$ cat src/rtl/prbs_gen_par_pkg.sv
// Shared definitions for the parallel PRBS generator: polynomial codes,
// per-code length/tap tables and the maximum register length.
package prbs_gen_par_pkg;

  localparam int MAX_LEN = 31;

  localparam logic [2:0] POLY_7  = 3'd0;
  localparam logic [2:0] POLY_15 = 3'd1;
  localparam logic [2:0] POLY_20 = 3'd2;
  localparam logic [2:0] POLY_23 = 3'd3;
  localparam logic [2:0] POLY_31 = 3'd4;

  // Reserved codes 5..7 map to the longest register so indexing stays in range.
  localparam logic [7:0][4:0] LEN_TABLE = {5'd31, 5'd31, 5'd31, 5'd31,
                                           5'd23, 5'd20, 5'd15, 5'd7};
  localparam logic [7:0][4:0] TAP_TABLE = {5'd28, 5'd28, 5'd28, 5'd28,
                                           5'd18, 5'd3,  5'd14, 5'd6};

  typedef enum logic {
    ST_IDLE,
    ST_RUN
  } state_e;

  function automatic logic polyLegal(input logic [2:0] code);
    return code <= POLY_31;
  endfunction

  function automatic logic [MAX_LEN-1:0] lenMask(input logic [4:0] len);
    return {MAX_LEN{1'b1}} >> (5'(MAX_LEN) - len);
  endfunction

endpackage

$ cat src/rtl/prbs_gen_par_step.sv
// One Fibonacci LFSR bit step with run-time selectable length and tap.
module prbs_step
  import prbs_gen_par_pkg::*;
(
  input  logic [MAX_LEN-1:0] stateIn,
  input  logic [4:0]         len,
  input  logic [4:0]         tap,
  output logic [MAX_LEN-1:0] stateOut,
  output logic               bitOut
);

  logic [4:0] lenM1;
  logic [4:0] tapM1;
  logic       fb;

  assign lenM1  = len - 5'd1;
  assign tapM1  = tap - 5'd1;
  assign bitOut = stateIn[lenM1];
  assign fb     = stateIn[lenM1] ^ stateIn[tapM1];

  // Masking keeps every bit at or above the active length cleared.
  assign stateOut = {stateIn[MAX_LEN-2:0], fb} & lenMask(len);

endmodule

$ cat src/rtl/prbs_gen_par.sv
// Parallel PRBS word generator with valid/ready output and transfer counter.
// Optional error injection on the word MSB is built with PRBS_ERR_INJ_EN.
module prbs_gen_par
  import prbs_gen_par_pkg::*;
#(
  parameter int W = 8
) (
  input  logic               Clk,
  input  logic               Reset,
`ifdef PRBS_ERR_INJ_EN
  input  logic               Inyectar,
`endif
  input  logic [MAX_LEN-1:0] Semilla,
  input  logic [2:0]         Longitud,
  input  logic               Cargar,
  input  logic               Habilitar,
  input  logic               Listo,
  output logic               Valido,
  output logic [W-1:0]       Salida,
  output logic [31:0]        Palabras
);

  state_e             stateQ, stateD;
  logic [2:0]         polyQ, polyD;
  logic [MAX_LEN-1:0] lfsrQ, lfsrD;
  logic [W-1:0]       salidaQ, salidaD;
  logic               validoQ, validoD;
  logic [31:0]        palabrasQ, palabrasD;

  logic [4:0]         curLen, curTap;
  logic [MAX_LEN-1:0] chain [0:W];
  logic [W-1:0]       wordBits;
  logic [MAX_LEN-1:0] seedMasked, loadVal;
  logic               transfer;

  assign curLen   = LEN_TABLE[polyQ];
  assign curTap   = TAP_TABLE[polyQ];
  assign chain[0] = lfsrQ;

  // W chained steps produce a whole word per cycle, oldest bit in the MSB.
  for (genvar i = 0; i < W; i++) begin : gStep
    prbs_step uStep (
      .stateIn (chain[i]),
      .len     (curLen),
      .tap     (curTap),
      .stateOut(chain[i+1]),
      .bitOut  (wordBits[W-1-i])
    );
  end

  assign seedMasked = Semilla & lenMask(LEN_TABLE[Longitud]);
  assign loadVal    = (seedMasked == '0) ? lenMask(LEN_TABLE[Longitud]) : seedMasked;
  assign transfer   = validoQ & Listo;

  always_comb begin
    stateD    = stateQ;
    polyD     = polyQ;
    lfsrD     = lfsrQ;
    salidaD   = salidaQ;
    validoD   = validoQ;
    palabrasD = palabrasQ;

    if (transfer) palabrasD = palabrasQ + 32'd1;

    if (Cargar) begin
      polyD   = Longitud;
      lfsrD   = loadVal;
      validoD = 1'b0;
      stateD  = ST_IDLE;
    end else begin
      case (stateQ)
        ST_IDLE: begin
          validoD = 1'b0;
          if (Habilitar && polyLegal(polyQ)) stateD = ST_RUN;
        end
        ST_RUN: begin
          // A word may only be replaced once the consumer has taken it.
          if (!validoQ || transfer) begin
            if (Habilitar) begin
              salidaD = wordBits;
              lfsrD   = chain[W];
              validoD = 1'b1;
            end else begin
              validoD = 1'b0;
              stateD  = ST_IDLE;
            end
          end
        end
        default: stateD = ST_IDLE;
      endcase
    end
  end

  always_ff @(posedge Clk or negedge Reset) begin
    if (!Reset) begin
      stateQ    <= ST_IDLE;
      polyQ     <= POLY_7;
      lfsrQ     <= '1;
      salidaQ   <= '0;
      validoQ   <= 1'b0;
      palabrasQ <= '0;
    end else begin
      stateQ    <= stateD;
      polyQ     <= polyD;
      lfsrQ     <= lfsrD;
      salidaQ   <= salidaD;
      validoQ   <= validoD;
      palabrasQ <= palabrasD;
    end
  end

`ifdef PRBS_ERR_INJ_EN
  logic         injQ, injD;
  logic [W-1:0] flipMask;

  assign injD = Inyectar | (injQ & ~transfer);

  always_ff @(posedge Clk or negedge Reset) begin
    if (!Reset) injQ <= 1'b0;
    else        injQ <= injD;
  end

  // Only the presented word is corrupted; the LFSR sequence is untouched.
  always_comb begin
    flipMask      = '0;
    flipMask[W-1] = injQ & validoQ;
  end

  assign Salida = salidaQ ^ flipMask;
`else
  assign Salida = salidaQ;
`endif

  assign Valido   = validoQ;
  assign Palabras = palabrasQ;

endmodule

$ cat config.mk
export PLATFORM = sky130hd
export DESIGN_NAME = prbs_gen_par
export DESIGN_NICKNAME = d
export VERILOG_FILES = /design/src/rtl/prbs_gen_par_pkg.sv /design/src/rtl/prbs_gen_par_step.sv /design/src/rtl/prbs_gen_par.sv
export SDC_FILE = /design/constraint.sdc
export NUM_CORES = 1
export LEC_CHECK = 0
export CAP_MARGIN = 30
export CORE_UTILIZATION = 50
export DETAILED_ROUTE_END_ITERATION = 10
export PLACE_DENSITY_LB_ADDON = 0.2
export SETUP_SLACK_MARGIN = 0.15
export SYNTH_ARGS = -nofsm -noshare
export SYNTH_HDL_FRONTEND = slang
export SYNTH_SLANG_ARGS = --single-unit
$ cat constraint.sdc
create_clock -name Clk -period 2.7 [get_ports Clk]
set_input_delay 0.54 -clock Clk [delete_from_list [all_inputs] [get_ports Clk]]
set_output_delay 0.54 -clock Clk [all_outputs]
set_load 0.02 [all_outputs]
* Word level (Yosys, flattened, before mapping)
Memories as Yosys holds them, arrays and structs flattened.
Cells that the tools add are included.
** Word-level totals
- Memory bits (writable) :: 0
- Bits of input ports :: 39
- Output and inout port bits :: 41
- Memories kept :: 3
- Latch bits :: 0
- Memory bits (read-only) :: 120
- Logic and storage cells :: 99
- Register bits :: 76
** Operators by class
- $mul :: 0
- Mux-type cells :: 48
- Shift operators :: 2
- Divide/modulo/power cells :: 0
- Bitwise logic cells :: 20
- $add $sub $neg :: 5
- Equality and inequality tests :: 1
- Reduce and logical (&&, ||, !) cells :: 9
- $lt $le $gt $ge :: 5
** Memory list
- (no name shown) :: words 8, width 5, read ports 1, clocked after Yosys merged registers in 0, wr ports 0, line prbs_gen_par.sv:52 : assign loadVal = (seedMasked == '0) ? lenMask(LEN_TABLE[Longitud]) : seedMasked;
- (no name shown) :: words 8, width 5, read ports 1, clocked after Yosys merged registers in 0, wr ports 0, line prbs_gen_par.sv:37 : assign curTap = TAP_TABLE[polyQ];
- (no name shown) :: words 8, width 5, read ports 1, clocked after Yosys merged registers in 0, wr ports 0, line prbs_gen_par.sv:36 : assign curLen = LEN_TABLE[polyQ];
** Operators with widths (number)
- $and 31x31->31 :: 9
- $mux 31 :: 5
- $bmux 1 s5 :: 16
- $shr 31x5->31 const A :: 2
- $add 32x1->32 const B :: 1
- $logic_not 31->1 :: 1
- $mux 1 :: 22
- $mux 5 :: 3
- $lt 5x6->1 const B :: 2
- $sub 5x1->5 const B :: 2
- $sub 5x5->5 const A :: 2
- $lt 3x4->1 const B :: 2
- $xor 1x1->1 :: 8
- $reduce_bool 2->1 :: 3
- $pmux 1 s2 :: 2
- $reduce_and 4->1 :: 1
- $le 3x3->1 const B :: 1
- $ne 3x2->1 const B :: 1
- $reduce_and 3->1 :: 1
- $not 1->1 :: 2
- $and 1x1->1 :: 1
- $logic_and 1x1->1 :: 1
- $logic_not 1->1 :: 1
- $logic_or 1x1->1 :: 1

* Logic depth before layout (Yosys ltp)
- Depth after elaboration :: 39
- Gate-level depth with buffers :: 11
- Depth with buffers taken out :: 7

* Cells and area by module
From an unflattened synthesis, not the netlist that was laid out.
** Unflattened totals
- Cells, all modules :: 1343
- Area total of the unflattened synthesis :: 12816.0 µm²
** By module, submodules not included
- prbs_step (gStep[4].uStep ...) :: instances 4, cells each 128, sequential area each 0.0 µm², area each 1181.1 µm²
- prbs_step (gStep[0].uStep ...) :: instances 4, cells each 120, sequential area each 0.0 µm², area each 1069.8 µm²
- prbs_gen_par :: instances 1, cells each 351, sequential area each 1940.6 µm², area each 3812.4 µm²

* Worst setup path before layout
Ideal clock, no wire load.
- Path type :: in2reg
- Start :: input Semilla[7]
- End :: register lfsrQ[29]
- Stages :: 7
- Data arrival time :: 2.095 ns
- Library setup time :: 0.073 ns
- Path slack :: 0.532 ns
- Path buffers :: 1
- Data required time :: 2.627 ns
- Cell sequence :: or3_1 maj3_1 o32ai_1 and3_1 clkbuf_1 o21ai_0 a21oi_1
** On the way
- Word-level cells in the longest chain between the ends :: 4
** RTL lines
- start, declared :: line prbs_gen_par.sv:13 : input logic [MAX_LEN-1:0] Semilla,
- $and 31x31->31 :: line prbs_gen_par.sv:51 : assign seedMasked = Semilla & lenMask(LEN_TABLE[Longitud]);
- $logic_not 31->1 :: line prbs_gen_par.sv:52
- $mux 31 :: line prbs_gen_par.sv:52
- $mux 31 :: line prbs_gen_par.sv:65 : if (Cargar) begin
- end signal, assigned :: line prbs_gen_par.sv:105 : lfsrQ <= lfsrD;
- end, declared :: line prbs_gen_par.sv:25 : logic [MAX_LEN-1:0] lfsrQ, lfsrD;
No other way between the ends.
A chain may end at the register's enable or synchronous reset.

* Worst setup path in the final report
- Start :: register polyQ[0]
- End :: register lfsrQ[5]
** On the way
- Word-level cells in the longest chain between the ends :: 24
- Elaborated cells between the ends (all ways) :: 35
- Classes of those cells :: add/sub (3); shift (1); mux (18); bitwise (11); memory (2)
** RTL lines
- start, declared :: line prbs_gen_par.sv:24 : logic [2:0] polyQ, polyD;
- start signal, assigned :: line prbs_gen_par.sv:104 : polyQ <= polyD;
- $mem_v2 8x5 (on tied branches)
- $mux 5 (on tied branches) :: line prbs_gen_par.sv:36, prbs_gen_par.sv:37
- $sub 5x1->5 (on tied branches) :: line prbs_gen_par_step.sv:16, prbs_gen_par_step.sv:17
- $bmux 1 s5 :: line prbs_gen_par_step.sv:19 : assign fb = stateIn[lenM1] ^ stateIn[tapM1];
- $mux 1 (implied by the code) :: line prbs_gen_par_step.sv:19
- $xor 1x1->1 :: line prbs_gen_par_step.sv:19
- $and 31x31->31 :: line prbs_gen_par_step.sv:22 : assign stateOut = {stateIn[MAX_LEN-2:0], fb} & lenMask(len);
- $bmux 1 s5 :: line prbs_gen_par_step.sv:19
- [... 4 more ...]
- $mux 1 (implied by the code) :: line prbs_gen_par_step.sv:19
- $xor 1x1->1 :: line prbs_gen_par_step.sv:19
- $and 31x31->31 (5 in a row) :: line prbs_gen_par_step.sv:22
- $and 31x31->31 (*) :: line prbs_gen_par_step.sv:22
- $mux 31 (*) :: line prbs_gen_par.sv:79 : if (Habilitar) begin
- $mux 31 (*) :: line prbs_gen_par.sv:78 : if (!validoQ || transfer) begin
- $mux 31 (*) :: line prbs_gen_par.sv:71 : case (stateQ)
- $mux 31 (*) :: line prbs_gen_par.sv:65
Every way passes the cells marked *; elsewhere a longest branch is shown, timed or not. The select of a mux whose other input is x is not followed.

==> results_tabular.tex <==
\begin{tabular}{lr}
\hline
Metric & Value \\
\hline
\multicolumn{2}{l}{\textbf{Status}} \\
Run status & completed \\
\multicolumn{2}{l}{\textbf{Timing}} \\
Final worst path period share & 89.13\% \\
Final critical path time including I/O delays and setup & around 2.4 ns \\
Final clock skew & 0.01303 ns \\
Number of max-slew violations in the final report & 0 \\
Worst slew margin relative to its limit & 38.79\% \\
Sum of negative setup slack & 0 ns \\
Final number of setup-violating endpoints & 0 \\
Setup repair after global routing missed its margin & no \\
Slew @ Worst Pin & about 0.91 ns \\
Highest clock rate & 415.5 MHz \\
Final Hold Violating Endpoints & 0 \\
\multicolumn{2}{l}{\textbf{Yosys}} \\
Multiplexer share of the synthesized area & 8.055\% \\
Proportion of synthesized flip-flops having asynchronous set or reset & between 90\% and 100\% \\
Syn Nets & 491 \\
Top cells by area in the synthesized netlist & sky130\_fd\_sc\_hd\_\_dfrtp\_1 26\%, sky130\_fd\_sc\_hd\_\_dfstp\_2 19\%, sky130\_fd\_sc\_hd\_\_xnor2\_1 6.3\% \\
Sequential cell area fraction in the yosys report & a little under half \\
Largest family of logic cells by synthesized area & simple AND/OR/NAND/NOR gates \\
Post-synth top area cell & sky130\_fd\_sc\_hd\_\_dfrtp\_1 \\
Summed instance area of the synthesized netlist & about 0.0043 mm² \\
Xor and xnor fraction of the mapped netlist area & 9.363\% \\
Average cell area after synthesis & 9.541 µm² \\
Share of the synthesized area in compound gates (AO/OA/AOI/OAI) & 16.60\% \\
Number of warnings printed during yosys synthesis & 0 \\
Number of register bits inferred by synthesis & 76 \\
Share of synthesized cell area in full adder, half adder and majority cells & 0.7560\% \\
Number of enable-type register cells in the synthesized netlist & 0 \\
Dominant synthesized flop cell & sky130\_fd\_sc\_hd\_\_dfrtp\_1 \\
Basic-gate share of the synthesized area counting and, or, nand and nor cells & between 10\% and 20\% \\
Cell count after synthesis & 451 \\
Count of cell types in the netlist & 50 \\
Area share of the largest cell type after synthesis & 26.17\% \\
\multicolumn{2}{l}{\textbf{Detailed routing}} \\
Residual antenna-violating net count after detailed routing & 0 \\
Routed wire length per instance & 18.04 µm \\
Average via count per standard cell & 6.006 \\
Number of remaining DRC errors & 0 \\
Via total after detailed routing & 3,874 \\
DRT iter0 DRCs & 358 \\
Total iterations of the first detailed-routing run & 5 \\
Routed wire length & 11,640 µm \\
\multicolumn{2}{l}{\textbf{Critical path}} \\
Data required time at the worst endpoint & between 2 and 3 ns \\
CP bufs+invs & 1 \\
Slowest CP cell & sky130\_fd\_sc\_hd\_\_dfrtp\_1 \\
Category of the critical setup timing path & reg -> reg \\
Most used cell along the critical path & sky130\_fd\_sc\_hd\_\_a211oi\_1 \\
Startpoint Class & flop \\
Setup slack, reg-to-reg & 0.29 ns \\
Kind of cell with the highest combined delay on the critical path & compound AO/OA/AOI/OAI gates \\
Reg2reg end & lfsrQ[5] \\
Number of cells on the worst reg-to-reg path & 8 \\
Ordered list of cells on the worst path & buf\_4, mux2\_2, mux2i\_1, xnor2\_1, nor2\_1, a211oi\_1, a211oi\_1, a21oi\_1 \\
Reg-to-Reg Start & polyQ[0] \\
Arrival time worst endpoint & 2.69 ns \\
Endpoint type of the worst setup path & flop \\
Maximum fanout count along the critical path & 18 \\
Worst path max stage delay & 0.53 ns \\
\multicolumn{2}{l}{\textbf{Power}} \\
Leakage power figure & 2.231 nW \\
Internal power consumption & 2.244 mW \\
Largest voltage drop on the vdd net & 0.3983 mV \\
Pwr Density & 596.1 mW/mm² \\
NetSw & between 1 and 1.5 mW \\
Combinational Power Share & 25.7\% \\
Clock share of power & 29.8\% \\
Share of total power consumed by net switching & 31.67\% \\
Sequential fraction of design power & between 40\% and 50\% \\
\multicolumn{2}{l}{\textbf{Final layout}} \\
Number of antenna diodes & 0 \\
Fraction of final layout cells with drive strength greater than 1 & 15.93\% \\
Layout-stage area growth over the synthesis result & 28.03\% \\
Number of nets in the final layout & 575 \\
Fraction of the core area covered by cells at the end of the flow & 66.71\% \\
\multicolumn{2}{l}{\textbf{Clock tree}} \\
Hold buffers post-CTS & 0 \\
CTS tree & yes \\
Post-cts repair resize count & 0 \\
Source-to-sink clock delay at the later pin of the worst-skew pair & roughly 0.35 ns \\
Clock input transition at the sequential cells of the worst setup and hold paths & 0.09 ns \\
H-Tree Depth & 3 \\
Setup repair bufs after CTS & 0 \\
Root Buffer & sky130\_fd\_sc\_hd\_\_clkbuf\_8 \\
Clock tree buffer depth & 2 \\
Num CTS Buffers & 9 \\
Total clock sinks & 76 \\
\multicolumn{2}{l}{\textbf{Global routing}} \\
Vias in the first global route & 3,797 \\
Overall overflow remaining after global route & 0 \\
Combined global-route utilization of all metal layers & 27.71\% \\
Largest net degree at the start of global routing & 38 \\
Initial antenna violation count & 0 \\
Wire length of the first global-routing pass & 18,980 µm \\
\multicolumn{2}{l}{\textbf{Floorplanning}} \\
I/O Pins & 80 \\
Total Die Area & around 0.0090 mm² \\
Placeable Area & between 0.008 and 0.009 mm² \\
Starting Density & 52.11\% \\
Die outline height & 94.77 µm \\
Width of the die & roughly 95 µm \\
Placement row count & 33 \\
\multicolumn{2}{l}{\textbf{Min path}} \\
Path category of the worst min-delay check & in -> async \\
\multicolumn{2}{l}{\textbf{Placed design}} \\
Buffers on Ports & 79 \\
GP Congestion & between 0.9 and 1 \\
Detailed placement HPWL & 8775 µm \\
\multicolumn{2}{l}{\textbf{Job}} \\
\# Max-Cap Violations & 0 \\
\hline
\end{tabular}
[placed cells by master, fill, tap and decap left out, drive strengths merged, types with 8 or more instances in the layout]
| cell | n |
|---|---|
| o21ai | 45 |
| a21oi | 14 |
| xnor2 | 31 |
| mux2i | 14 |
| a211oi | 12 |
| mux2 | 8 |
| nor3 | 8 |
| dfstp | 31 |
| clkdlybuf4s50 | 78 |
| nand2 | 54 |
| buf | 21 |
| dfrtp | 45 |
| and3 | 12 |
| clkbuf | 9 |
| a22oi | 13 |
| nand3 | 12 |
| nor2 | 33 |
| xor2 | 15 |
| nand4 | 11 |
[cells by family after synthesis]
family / Yosys count
flops: 76
compound gates: 113
mux: 27
buf+inv: 29
fa+ha+maj: 3
simple gates: 157
xor+xnor: 46
[state kept, by name (all words and copies together), names as in the netlist]
| signal | cells |
|---|---|
| Palabras | 32 |
| Salida | 8 |
| Valido | 1 |
| lfsrQ | 31 |
| polyQ | 3 |
| stateQ | 1 |
[how the worst max path moves through the flow]
stage	start	endpoint	slack, ns	cells after the start
floorplan	Semilla[7]	lfsrQ[29]	0.53	7
global placement	Listo	lfsrQ[7]	0.11	6
detailed placement	Semilla[7]	lfsrQ[20]	0.07	8
CTS	polyQ[0]	lfsrQ[5]	0.34	8
global route	Palabras[7]	Palabras[26]	0.17	7
finish	polyQ[0]	lfsrQ[5]	0.29	8
[worst register-to-register path, stage by stage (launching register included)]
cell                       delay [ns]
sky130_fd_sc_hd__dfrtp_1         0.53
sky130_fd_sc_hd__buf_4           0.30
sky130_fd_sc_hd__mux2_2          0.38
sky130_fd_sc_hd__mux2i_1         0.26
sky130_fd_sc_hd__xnor2_1         0.18
sky130_fd_sc_hd__nor2_1          0.06
sky130_fd_sc_hd__a211oi_1        0.40
sky130_fd_sc_hd__a211oi_1        0.11
sky130_fd_sc_hd__a21oi_1         0.14
[layer usage]
metal	vias up	GRT usage (%)	wire length (µm)
li1	1807	-	-
met1	1873	36.76	5036
met2	172	45.38	5591
met3	22	4.428	734
met4	0	10.73	274
met5	-	0	0
[power groups by stage]
stage / combinational [mW] / sequential (mW) / clock [mW]
2_1_floorplan: 0.446 / 1.48 / 0
3_3_place_gp: 0.818 / 1.47 / 0
3_5_place_dp: 0.835 / 1.48 / 0
4_1_cts: 0.840 / 1.46 / 0.991
5_1_grt: 0.924 / 1.48 / 1.04
6_report: 0.843 / 1.46 / 0.978
[cell type report]
cell class,count,area [µm²]
Clock buffer,9,123.9
Clock inverter,7,98.84
Fill cell,704,2749
Inverter,3,11.26
Multi-Input combinational cell,346,2242
Sequential cell,76,1941
Tap cell,105,131.4
Timing Repair Buffer,99,960.9
[synth_stat cells (3+ instances only)]
master / n
sky130_fd_sc_hd__mux2_2: 7
sky130_fd_sc_hd__a22oi_1: 13
sky130_fd_sc_hd__a221oi_1: 3
sky130_fd_sc_hd__a21oi_1: 14
sky130_fd_sc_hd__nand4_1: 11
sky130_fd_sc_hd__o22ai_1: 3
sky130_fd_sc_hd__dfrtp_1: 45
sky130_fd_sc_hd__o21ai_0: 45
sky130_fd_sc_hd__nor4_1: 4
sky130_fd_sc_hd__nor3_1: 8
sky130_fd_sc_hd__nor2_1: 33
sky130_fd_sc_hd__nand3_1: 12
sky130_fd_sc_hd__or3_1: 4
sky130_fd_sc_hd__a211oi_1: 12
sky130_fd_sc_hd__nand2b_1: 7
sky130_fd_sc_hd__mux4_2: 5
sky130_fd_sc_hd__nand2_1: 54
sky130_fd_sc_hd__nor2b_1: 4
sky130_fd_sc_hd__xor2_1: 15
sky130_fd_sc_hd__a31oi_1: 7
sky130_fd_sc_hd__and3_1: 12
sky130_fd_sc_hd__buf_1: 4
sky130_fd_sc_hd__mux2i_1: 13
sky130_fd_sc_hd__dfstp_2: 31
sky130_fd_sc_hd__buf_2: 3
sky130_fd_sc_hd__xnor2_1: 31
sky130_fd_sc_hd__clkbuf_1: 18
[metrics by stage]
stage / worst slack (ns) / power (mW) / instance area (µm²) / hold slack, ns / instances
2_1_floorplan: 0.5323 / 1.925 / 4303 / 0.2444 / 451
3_3_place_gp: 0.1135 / 2.292 / 5286 / 0.4558 / 629
3_5_place_dp: 0.07050 / 2.312 / 5286 / 0.4674 / 629
4_1_cts: 0.3375 / 3.289 / 5509 / 0.2148 / 645
5_1_grt: 0.1669 / 3.440 / 5509 / 0.2413 / 645
6_report: 0.2935 / 3.284 / 5509 / 0.2045 / 645
(Power assumes the default switching activity.)
